## src/rtl/shift_register_sequencer_if.sv

```systemverilog
// Command, register-drive and serial-stream bundle for the
// shift register sequencer.
interface shift_register_sequencer_if;
   logic       cmd_valid;
   logic       cmd_ready;
   logic [1:0] cmd_op;
   logic [3:0] cmd_data;
   logic [2:0] cmd_count;
   logic       cmd_fill;
   logic [3:0] reg_q;
   logic [1:0] reg_s;
   logic [3:0] reg_d;
   logic       reg_shr_in;
   logic       reg_shl_in;
   logic       reg_clr;
   logic       ser_out;
   logic       ser_valid;
   logic       done;
   logic [3:0] result;

   // command source plus register datapath side
   modport master (
      output cmd_valid, cmd_op, cmd_data,
      output cmd_count, cmd_fill, reg_q,
      input  cmd_ready, reg_s, reg_d,
      input  reg_shr_in, reg_shl_in, reg_clr,
      input  ser_out, ser_valid, done, result
   );

   // sequencer side
   modport slave (
      input  cmd_valid, cmd_op, cmd_data,
      input  cmd_count, cmd_fill, reg_q,
      output cmd_ready, reg_s, reg_d,
      output reg_shr_in, reg_shl_in, reg_clr,
      output ser_out, ser_valid, done, result
   );
endinterface

```

## src/rtl/shift_register_sequencer.sv

```systemverilog
// Sequencer for a 4-bit universal shift register: each command is
// a parallel load followed by 0-4 shift or rotate steps.
module shift_register_sequencer (
   input logic                        clk,
   input logic                        reset,
   shift_register_sequencer_if.slave  bus
);

   localparam logic [2:0] S_INIT  = 3'd0;
   localparam logic [2:0] S_IDLE  = 3'd1;
   localparam logic [2:0] S_LOAD  = 3'd2;
   localparam logic [2:0] S_SHIFT = 3'd3;
   localparam logic [2:0] S_DONE  = 3'd4;

   logic [2:0] r_state;
   logic [1:0] r_op;
   logic [3:0] r_data;
   logic       r_fill;
   logic [2:0] r_cnt;

   logic [2:0] w_sat;
   logic       w_right;
   logic       w_rot;
   logic       w_ready;
   logic [1:0] w_s;
   logic [3:0] w_d;
   logic       w_shr;
   logic       w_shl;
   logic       w_sout;
   logic       w_sval;
   logic       w_done;
   logic [3:0] w_res;

   assign w_sat   = (bus.cmd_count > 3'd4) ? 3'd4 : bus.cmd_count;
   // op[0]=0 moves right, op[1]=1 rotates
   assign w_right = ~r_op[0];
   assign w_rot   = r_op[1];

   // state walk and command capture; remaining count is the step budget
   always_ff @(posedge clk or posedge reset) begin
      if (reset) begin
         r_state <= S_INIT;
         r_op    <= 2'b00;
         r_data  <= 4'd0;
         r_fill  <= 1'b0;
         r_cnt   <= 3'd0;
      end else begin
         case (r_state)
            S_INIT: r_state <= S_IDLE;
            S_IDLE: begin
               if (bus.cmd_valid) begin
                  r_op    <= bus.cmd_op;
                  r_data  <= bus.cmd_data;
                  r_fill  <= bus.cmd_fill;
                  r_cnt   <= w_sat;
                  r_state <= S_LOAD;
               end
            end
            S_LOAD: begin
               r_state <= (r_cnt != 3'd0) ? S_SHIFT : S_DONE;
            end
            S_SHIFT: begin
               r_cnt <= r_cnt - 3'd1;
               if (r_cnt == 3'd1) r_state <= S_DONE;
            end
            S_DONE:  r_state <= S_IDLE;
            default: r_state <= S_INIT;
         endcase
      end
   end

   // output decode from registered state and command fields
   always_comb begin
      w_ready = 1'b0;
      w_s     = 2'b00;
      w_d     = 4'd0;
      w_shr   = 1'b0;
      w_shl   = 1'b0;
      w_sout  = 1'b0;
      w_sval  = 1'b0;
      w_done  = 1'b0;
      w_res   = 4'd0;
      case (r_state)
         S_IDLE: w_ready = 1'b1;
         S_LOAD: begin
            w_s = 2'b01;
            w_d = r_data;
         end
         S_SHIFT: begin
            w_sval = 1'b1;
            if (w_right) begin
               w_s    = 2'b10;
               w_shr  = w_rot ? bus.reg_q[0] : r_fill;
               w_sout = bus.reg_q[0];
            end else begin
               w_s    = 2'b11;
               w_shl  = w_rot ? bus.reg_q[3] : r_fill;
               w_sout = bus.reg_q[3];
            end
         end
         S_DONE: begin
            w_done = 1'b1;
            w_res  = bus.reg_q;
         end
         default: ;
      endcase
   end

   assign bus.cmd_ready  = w_ready;
   assign bus.reg_s      = w_s;
   assign bus.reg_d      = w_d;
   assign bus.reg_shr_in = w_shr;
   assign bus.reg_shl_in = w_shl;
   assign bus.ser_out    = w_sout;
   assign bus.ser_valid  = w_sval;
   assign bus.done       = w_done;
   assign bus.result     = w_res;
   // clear follows reset combinationally so the register clears
   // on every edge while reset is held
   assign bus.reg_clr    = reset | (r_state == S_INIT);

endmodule

```

## src/flat_wrapper.sv

```systemverilog
// flat-port wrapper written by rule: the top's interface ports become plain ports
module shift_register_sequencer_flat 
  (clk, reset, bus_cmd_valid, bus_cmd_op, bus_cmd_data, bus_cmd_count, bus_cmd_fill, bus_reg_q, bus_cmd_ready, bus_reg_s, bus_reg_d, bus_reg_shr_in, bus_reg_shl_in, bus_reg_clr, bus_ser_out, bus_ser_valid, bus_done, bus_result);
  shift_register_sequencer_if bus_i ();
  input logic clk;
  input logic reset;
  input wire logic [$bits(bus_i.cmd_valid)-1:0] bus_cmd_valid;
  input wire logic [$bits(bus_i.cmd_op)-1:0] bus_cmd_op;
  input wire logic [$bits(bus_i.cmd_data)-1:0] bus_cmd_data;
  input wire logic [$bits(bus_i.cmd_count)-1:0] bus_cmd_count;
  input wire logic [$bits(bus_i.cmd_fill)-1:0] bus_cmd_fill;
  input wire logic [$bits(bus_i.reg_q)-1:0] bus_reg_q;
  output wire logic [$bits(bus_i.cmd_ready)-1:0] bus_cmd_ready;
  output wire logic [$bits(bus_i.reg_s)-1:0] bus_reg_s;
  output wire logic [$bits(bus_i.reg_d)-1:0] bus_reg_d;
  output wire logic [$bits(bus_i.reg_shr_in)-1:0] bus_reg_shr_in;
  output wire logic [$bits(bus_i.reg_shl_in)-1:0] bus_reg_shl_in;
  output wire logic [$bits(bus_i.reg_clr)-1:0] bus_reg_clr;
  output wire logic [$bits(bus_i.ser_out)-1:0] bus_ser_out;
  output wire logic [$bits(bus_i.ser_valid)-1:0] bus_ser_valid;
  output wire logic [$bits(bus_i.done)-1:0] bus_done;
  output wire logic [$bits(bus_i.result)-1:0] bus_result;
  assign bus_i.cmd_valid = bus_cmd_valid;
  assign bus_i.cmd_op = bus_cmd_op;
  assign bus_i.cmd_data = bus_cmd_data;
  assign bus_i.cmd_count = bus_cmd_count;
  assign bus_i.cmd_fill = bus_cmd_fill;
  assign bus_i.reg_q = bus_reg_q;
  assign bus_cmd_ready = bus_i.cmd_ready;
  assign bus_reg_s = bus_i.reg_s;
  assign bus_reg_d = bus_i.reg_d;
  assign bus_reg_shr_in = bus_i.reg_shr_in;
  assign bus_reg_shl_in = bus_i.reg_shl_in;
  assign bus_reg_clr = bus_i.reg_clr;
  assign bus_ser_out = bus_i.ser_out;
  assign bus_ser_valid = bus_i.ser_valid;
  assign bus_done = bus_i.done;
  assign bus_result = bus_i.result;
  shift_register_sequencer u_core (.clk(clk), .reset(reset), .bus(bus_i));
endmodule
```

## config.mk

```make
export PLATFORM = sky130hd
export DESIGN_NAME = shift_register_sequencer_flat
export DESIGN_NICKNAME = d
export VERILOG_FILES = /design/src/rtl/shift_register_sequencer_if.sv /design/src/rtl/shift_register_sequencer.sv /design/src/flat_wrapper.sv
export SDC_FILE = /design/constraint.sdc
export NUM_CORES = 1
export LEC_CHECK = 0
export ABC_AREA = 1
export CORE_MARGIN = 2
export CORE_UTILIZATION = 30
export CTS_CLUSTER_SIZE = 12
export DETAILED_ROUTE_END_ITERATION = 7
export PLACE_DENSITY = 0.66
export SYNTH_ARGS = -nofsm -noshare
export SYNTH_HDL_FRONTEND = slang
export SYNTH_SLANG_ARGS = --single-unit
```

## constraint.sdc

```tcl
create_clock -name clk -period 1.75 [get_ports clk]
set_input_delay 0.35 -clock clk [delete_from_list [all_inputs] [get_ports clk]]
set_output_delay 0.35 -clock clk [all_outputs]
set_load 0.02 [all_outputs]
```

# Word level (Yosys, flattened, before mapping)
# Cells that the tools add are included.
[totals] out_inout_bits=17 ff_bits=13 elab_cells=44 in_bits=17
[op_classes] n_eq_ne=7 reduce_logical=7 addsub=1 n_lt_le_gt_ge=1 n_bitwise=1 n_mux=22
[op_table] cell="3-bit 2-to-1 mux" count=5
[op_table] cell="1-bit 2-to-1 mux" count=12
[op_table] cell="3-bit case mux with 4 select lines" count=1
[op_table] cell="4-bit 2-to-1 mux" count=2
[op_table] cell="3-bit by 1-bit == test with 1-bit output, second input constant" count=2
[op_table] cell="3-bit by 2-bit == test with 1-bit output, second input constant" count=2
[op_table] cell="3-bit case mux with 2 select lines" count=1
[op_table] cell="2-bit AND reduction" count=3
[op_table] cell="2-bit case mux with 2 select lines" count=1
[op_table] cell="3-bit == test, second input constant" count=1
[op_table] cell="3-bit > comparator, second input constant" count=1
[op_table] cell="3-bit logical NOT" count=1
[op_table] cell="3-bit nonzero test" count=1
[op_table] cell="3-bit by 1-bit subtractor with 3-bit output, second input constant" count=1
[op_table] cell="2-bit by 1-bit != test with 1-bit output, second input constant" count=1
[op_table] cell="2-bit != test, second input constant" count=1
[op_table] cell="2-bit nonzero test" count=1
[op_table] cell="2-bit OR reduction" count=1
[op_table] cell="1-bit bitwise OR" count=1

# Logic depth before layout (Yosys ltp)
# Gate-level depths: netlist (run 1).
[depth] ltp_word=4 ltp_mapped=8

# Least setup slack after synthesis (run 1)
# OpenSTA, ideal clock, no wires.
[synth_timing] kind="reg2out" start="reg u_core.r_state[2]" end="out bus_reg_shl_in" t_arrival_ps=1190 path_stages_with_launch=4 required_time_ps=1400 path_slack_ps=210 cell_sequence="dfrtp_1 > inv_2 > nand3_2 > a211oi_1"
[synth_via] elab_chain_cells=2
[synth_lines] item="start, declared" line="shift_register_sequencer.sv:15" source="logic [2:0] r_state;"
[synth_lines] item="start signal, assigned" line="shift_register_sequencer.sv:60" source="r_state <= (r_cnt != 3'd0) ? S_SHIFT : S_DONE;"
[synth_lines] item="3-bit by 2-bit == test with 1-bit output" line="shift_register_sequencer.sv:83" source="case (r_state)"
[synth_lines] item="1-bit 2-to-1 mux" line="shift_register_sequencer.sv:83"
[synth_lines] item="end, declared" line="flat_wrapper.sv:17" source="output wire logic [$bits(bus_i.reg_shl_in)-1:0] bus_reg_shl_in;"
# No other way between the ends.

# Final worst setup path (run 1)
[layout_timing] start="in bus_reg_q[3]" end="out bus_reg_shl_in"
[layout_via] elab_chain_cells=3
[layout_lines] item="start, declared" line="flat_wrapper.sv:12" source="input wire logic [$bits(bus_i.reg_q)-1:0] bus_reg_q;"
[layout_lines] item="1-bit 2-to-1 mux" line="shift_register_sequencer.sv:97" source="w_shl = w_rot ? bus.reg_q[3] : r_fill;"
[layout_lines] item="1-bit 2-to-1 mux" line="shift_register_sequencer.sv:91" source="if (w_right) begin"
[layout_lines] item="1-bit 2-to-1 mux" line="shift_register_sequencer.sv:83"
# No other way between the ends.

==> flow_summary.toml, run 1 <==
[drt]
wl_mm = 2.13
drt_pass1_iterations = 4
drt_iter0_drc = 15
drcViolationCount = 0
routedWlPerCell_um = 11.0
vias = 852
avgViaCountPerCell = 4.39
drt.antenna.violating_nets = 0

[die]
dieArea_um2 = 3420
start_util = 0.320
core-area_um2 = 2780
row_count = 19
die_x_um = 58.5
die_h_um = 58.5
io_pins = 34

[final_layout]
diodes = 0
drive_gt1_frac = 0.362
final_cell_area_um2 = 1280
fin_nets = 184
fin_util = 0.462
fin_cells = 194
fill_cells = 290
syn_to_final_growth_pct = 44.2

[synth]
yosysTopAreaCellShare = 0.365
ys_seq_area_frac = 0.365
synthTopCellsByCount = "27 x nand2_1, 21 x inv_1, 15 x nor2_1"
post-synth-top-count-cell = "nand2_1"
ys_ff_latch = 13
synth_ff_type = "dfrtp_1"
syn_nets = 137
async_reset_ff_frac = 1.00
ys_warn_count = 0
synth_edf_count = 0
synth_largest_area_cell = "dfrtp_1"
ys_top_cells_by_area = "dfrtp_1 37%, nand2_1 11%, inv_1 8.8%"
synth_area_um2 = 891
yosysUniqueCellTypes = 21
avgSynthCellArea_um2 = 7.61
postSynthCellCount = 117

[global_route]
grt_pass1_wl_mm = 3.59
grt_remaining_overflow = 0
grt_pass1_vias = 880
gr-usage-all-layers = 0.137
grt_max_degree = 16
antenna_found_initial = 0

[clocking]
h-tree-depth = 1
clk_latency_ns = 0.28
cts.sinks = 13
path_clk_slew_ns = 0.09
ctsHoldBuffers = 0
clockRootBuffer = "clkbuf_4"
cts_buffers = 3
cts_tree = "yes"
post-cts-setup-buffers = 0
clockBufferDepth = 2

[place]
gp_congestion = 0.767
port_buffers = 33
post-place-ws_ns = -0.480
place_inst = 190
hpwl_mm = 1.75
placed_cell_area_um2 = 1320

[worst_setup_path]
cp.arrival_ns = 1.35
critPathLaunchType = "primary input"
cp_slowest_cell = "clkdlybuf4s50_1"
crit_required_ns = 1.40
crit_type = "primary input to output port"
critPathMaxStageDelay_ns = 0.51
worstPathCellList = "clkdlybuf4s50_1 > nand2_1 > a211oi_2 > buf_4"
critical_path_buf_inv_count = 2
endpoint_kind = "output port"
crit_family = "buffers and inverters"
crit_path_max_fanout = 3

[pwr]
power_per_cell_area_nw_per_um2 = 1520
vdd_ir_drop_max_mv = 0.855
leakagePower_nw = 0.721
finalPower_w = 0.00196

[sta]
post-route-min-period_ns = 1.70
hold_viol_final = 0
period_share = 0.971
fmax_mhz = 588
finalClockSkew_ns = 0.00788
rsz0062_at_grt = "false"
setup_viol = 0
tightest_slew_ns = 0.223
slew_violations = 0
layout_setup_ws_ns = 0.0499
slew_headroom = 0.852

[outcome]
status = "finished clean"

[run]
drv_cap = 0

[worst_hold_path]
hold_class = "primary input to async pin"
-- state kept, by name, indices dropped and copies added (netlist names) --
| signal | flops |
|---|---|
| u_core.r_state | 3 |
| u_core.r_fill | 1 |
| u_core.r_op | 2 |
| u_core.r_data | 4 |
| u_core.r_cnt | 3 |
-- power breakdown --
part,internal [W],switching (W),total (W)
clock network,0.0000848,0.000109,0.000194
registers,0.000449,0.000113,0.000562
logic,0.000503,0.000698,0.00120
-- per-stage QoR --
| step | setup TNS (ns) | hold WS [ns] |
|---|---|---|
| 2_1_floorplan | 0 | 0.233 |
| 3_3_place_gp | -2.05 | 0.478 |
| 3_5_place_dp | -2.37 | 0.489 |
| 4_1_cts | 0 | 0.417 |
| 5_1_grt | 0 | 0.417 |
| 6_report | 0 | 0.407 |
-- worst min-delay path, stage by stage --
cell	delay [ns]
clkdlybuf4s50_1	0.41
inv_1	0.08
buf_4	0.22
-- layout by cell type (no fill, tap or decap), types with 3 or more instances in the layout --
cell type / n
inv_2: 3
nand2_2: 5
nand3_1: 6
buf_4: 13
clkbuf_4: 3
inv_1: 21
nor2_1: 13
ha_1: 3
buf_2: 14
nand2_1: 26
dfrtp_1: 11
nand3_2: 3
clkdlybuf4s50_1: 16
o21ai_2: 6
-- layer usage --
metal,global-route usage,wire length [um],up-vias
met1,0.143,837,382
met2,0.265,1120,24
met3,0.0352,161,2
li1,-,-,444
met5,0,0,-
met4,0.0432,13,0
-- layout make-up --
class | count | area (um^2) | area share
clock buffers | 3 | 22.5 | 0.0175
clock inverters | 1 | 5.00 | 0.00389
inverters | 25 | 96.3 | 0.0750
multi-input cells | 76 | 449 | 0.350
flip-flops and latches | 13 | 328 | 0.255
well taps | 31 | 38.8 | 0.0302
repair buffers | 45 | 345 | 0.269
-- repair_timing --
action / 4_1_cts / 5_1_grt
resized for setup: 57 / 17
pin swaps: 0 / 1
endpoints found under the setup margin: 17 / 14
cloned: 0 / 0
-- cells by family after synthesis --
logic type / after synthesis / share of synthesized area
AND/OR/NAND/NOR: 61 / 0.350
buffers and inverters: 28 / 0.145
flip-flops: 13 / 0.365
AO/OA/AOI/OAI: 12 / 0.0983
adder cells (fa/ha/maj): 3 / 0.0421
-- worst paths after layout --
check                                  start                 to  slack [ns]  depth (start not counted)
setup / recovery                bus_reg_q[3]     bus_reg_shl_in        0.05                          4
min in group clk               u_core.r_fill      u_core.r_fill        0.51                          2
hold / removal                         reset     u_core.r_op[0]        0.41                          3
hold reg to reg                u_core.r_fill      u_core.r_fill        0.51                          2
setup reg to reg           u_core.r_state[1]   u_core.r_data[3]        0.39                          7
max in group asynchronous              reset  u_core.r_state[1]        1.16                          3
(Power assumes the default switching activity.)
==> run 2, diff against run 1 <==
==> constraint.sdc (replaced) <==
create_clock -name clk -period 2.2 [get_ports clk]
set_input_delay 0.44 -clock clk [delete_from_list [all_inputs] [get_ports clk]]
set_output_delay 0.44 -clock clk [all_outputs]
set_load 0.02 [all_outputs]
==> run 2 against run 1 <==
Against the previous run:
- via count down 4.7%
- non-clock buffer count down 8
- sequential share of layout area increased by 0.18 points
- sequential power is 19% lower
- first-iteration DRC count rose by 53%
- count of clock-buffer cells in the layout grew 1
- clock power is 21% lower
- utilization down 0.31 points
- combinational power shrank 28%
==> flow_summary.toml, run 2 (synthesis results as in run 1) <==
[drt]
drt_iter0_drc = 23
drt_pass1_iterations = 4
routedWlPerCell_um = 10.7
avgViaCountPerCell = 4.37
drt.antenna.violating_nets = 0
vias = 812
wl_mm = 1.99
drcViolationCount = 0

[final_layout]
layout_common_cells = "27 x nand2_1, 21 x inv_1, 19 x clkdlybuf4s50_1"
largest_register = "u_core.r_data"
diodes = 0
top_regs = "u_core.r_data (4), u_core.r_cnt (3), u_core.r_state (3)"
fin_cells = 186
largest_reg_flops = 4
fill_cells = 285
fin_nets = 176
layout_commonest_cell = "nand2_1"
syn_to_final_growth_pct = 43.3
drive_gt1_frac = 0.200
fin_util = 0.459

[global_route]
gr-usage-all-layers = 0.127
grt_pass1_wl_mm = 3.33
grt_max_degree = 16
grt_pass1_vias = 815
antenna_found_initial = 0
grt_remaining_overflow = 0

[clocking]
clockBufferDepth = 2
clockRootBuffer = "clkbuf_4"
cts.sinks = 13
path_clk_slew_ns = 0.08
ctsHoldBuffers = 0
cts_tree = "yes"
cts_buffers = 3
clk_latency_ns = 0.28
h-tree-depth = 1

[pwr]
power_per_cell_area_nw_per_um2 = 1150
leakagePower_nw = 0.728
vdd_ir_drop_max_mv = 0.643

[die]
start_util = 0.320
dieArea_um2 = 3420
core-area_um2 = 2780
row_count = 19
io_pins = 34
die_x_um = 58.5
die_h_um = 58.5

[worst_hold_path]
min_from = "u_core.r_fill"
hold_class = "register to register"
hold_depth = 2

[worst_setup_path]
critical_path_buf_inv_count = 2
worstPathCellList = "buf_4 > nor2_4 > clkdlybuf4s50_1"
crit_cells = 3
crit_path_start = "u_core.r_state[2]"
crit_path_max_fanout = 7
crit_family = "buffers and inverters"
endpoint_kind = "output port"
critPathMaxStageDelay_ns = 0.64
cp.arrival_ns = 1.69
crit_required_ns = 1.76
critPathLaunchType = "register"
worstReg2RegStart = "u_core.r_state[2]"
ff2ff_path_depth = 6
crit_type = "register to output port"
cp_slowest_cell = "clkdlybuf4s50_1"

[place]
hpwl_mm = 1.61
port_buffers = 33
place_inst = 182
gp_congestion = 0.751

[sta]
fmax_mhz = 469
hold_viol_final = 0
final.setup.tns_ns = 0
slew_headroom = 0.850
rsz0062_at_grt = "false"
slew_violations = 0
period_share = 0.969
setup_viol = 0
tightest_slew_ns = 0.225
post-route-min-period_ns = 2.13
finalClockSkew_ns = 0.00938

[run]
drv_cap = 0

[outcome]
status = "finished clean"
-- run 2: changes by cell type in the layout (fill, tap and decap cells not counted), moves of 3 or more --
cell / previous run / this run
buf_2: 14 / 0
dlygate4sd2_1: 2 / 12
buf_4: 13 / 4
clkdlybuf4s50_1: 16 / 19
-- run 2: routing by layer --
| metal | vias up | global-route usage | routed length (um) |
|---|---|---|---|
| li1 | 431 | - | - |
| met1 | 359 | 0.144 | 889 |
| met2 | 20 | 0.239 | 986 |
| met3 | 2 | 0.0198 | 99 |
| met4 | 0 | 0.0399 | 12 |
| met5 | - | 0 | 0 |
-- run 2: cell type report --
type,count,area (um^2),area share
clock buffer,4,26.3,0.0206
inverter,25,96.3,0.0755
multi-input combinational,76,437,0.342
sequential,13,328,0.257
tap,31,38.8,0.0304
timing repair buffer,37,350,0.275
-- run 2: power breakdown --
part / total (W) / leakage (nW) / switching (W) / internal (W)
Sequential: 0.000456 / 0.159 / 0.0000991 / 0.000357
Combinational: 0.000858 / 0.554 / 0.000509 / 0.000349
Clock: 0.000154 / 0.0150 / 0.0000835 / 0.0000702
-- run 2: worst paths after layout --
check                                    endpoint  slack [ns]
worst min-delay path                u_core.r_fill        0.51
worst max register to register   u_core.r_data[1]        0.91
worst max-delay path                 bus_reg_s[1]        0.07
worst min register to register      u_core.r_fill        0.51
min in group asynchronous          u_core.r_op[0]        0.53
max in group asynchronous       u_core.r_state[1]        1.49
-- run 2: worst register-to-register path, stage by stage, from the launching register on --
cell	delay [ns]
dfrtp_1	0.41
buf_4	0.17
nor2_4	0.15
nand3_4	0.13
inv_4	0.22
nand2_1	0.10
o21ai_2	0.06
-- run 2: stage by stage --
step / worst slack (ns) / cell area, um^2 / hold slack [ns] / total power [W]
6_report: 0.0691 / 1280 / 0.507 / 0.00147
2_1_floorplan: 0.570 / 891 / 0.323 / 0.00108
5_1_grt: 0.00671 / 1280 / 0.524 / 0.00161
3_3_place_gp: -0.0774 / 1260 / 0.474 / 0.00132
4_1_cts: 0.0107 / 1270 / 0.507 / 0.00149
3_5_place_dp: -0.128 / 1260 / 0.486 / 0.00136
-- run 2: repair_timing --
item                                    CTS  global route
pin swaps                                 0             0
endpoints found under the setup margin   15             2
resized for setup                        14             2
buffers inserted                          0             0
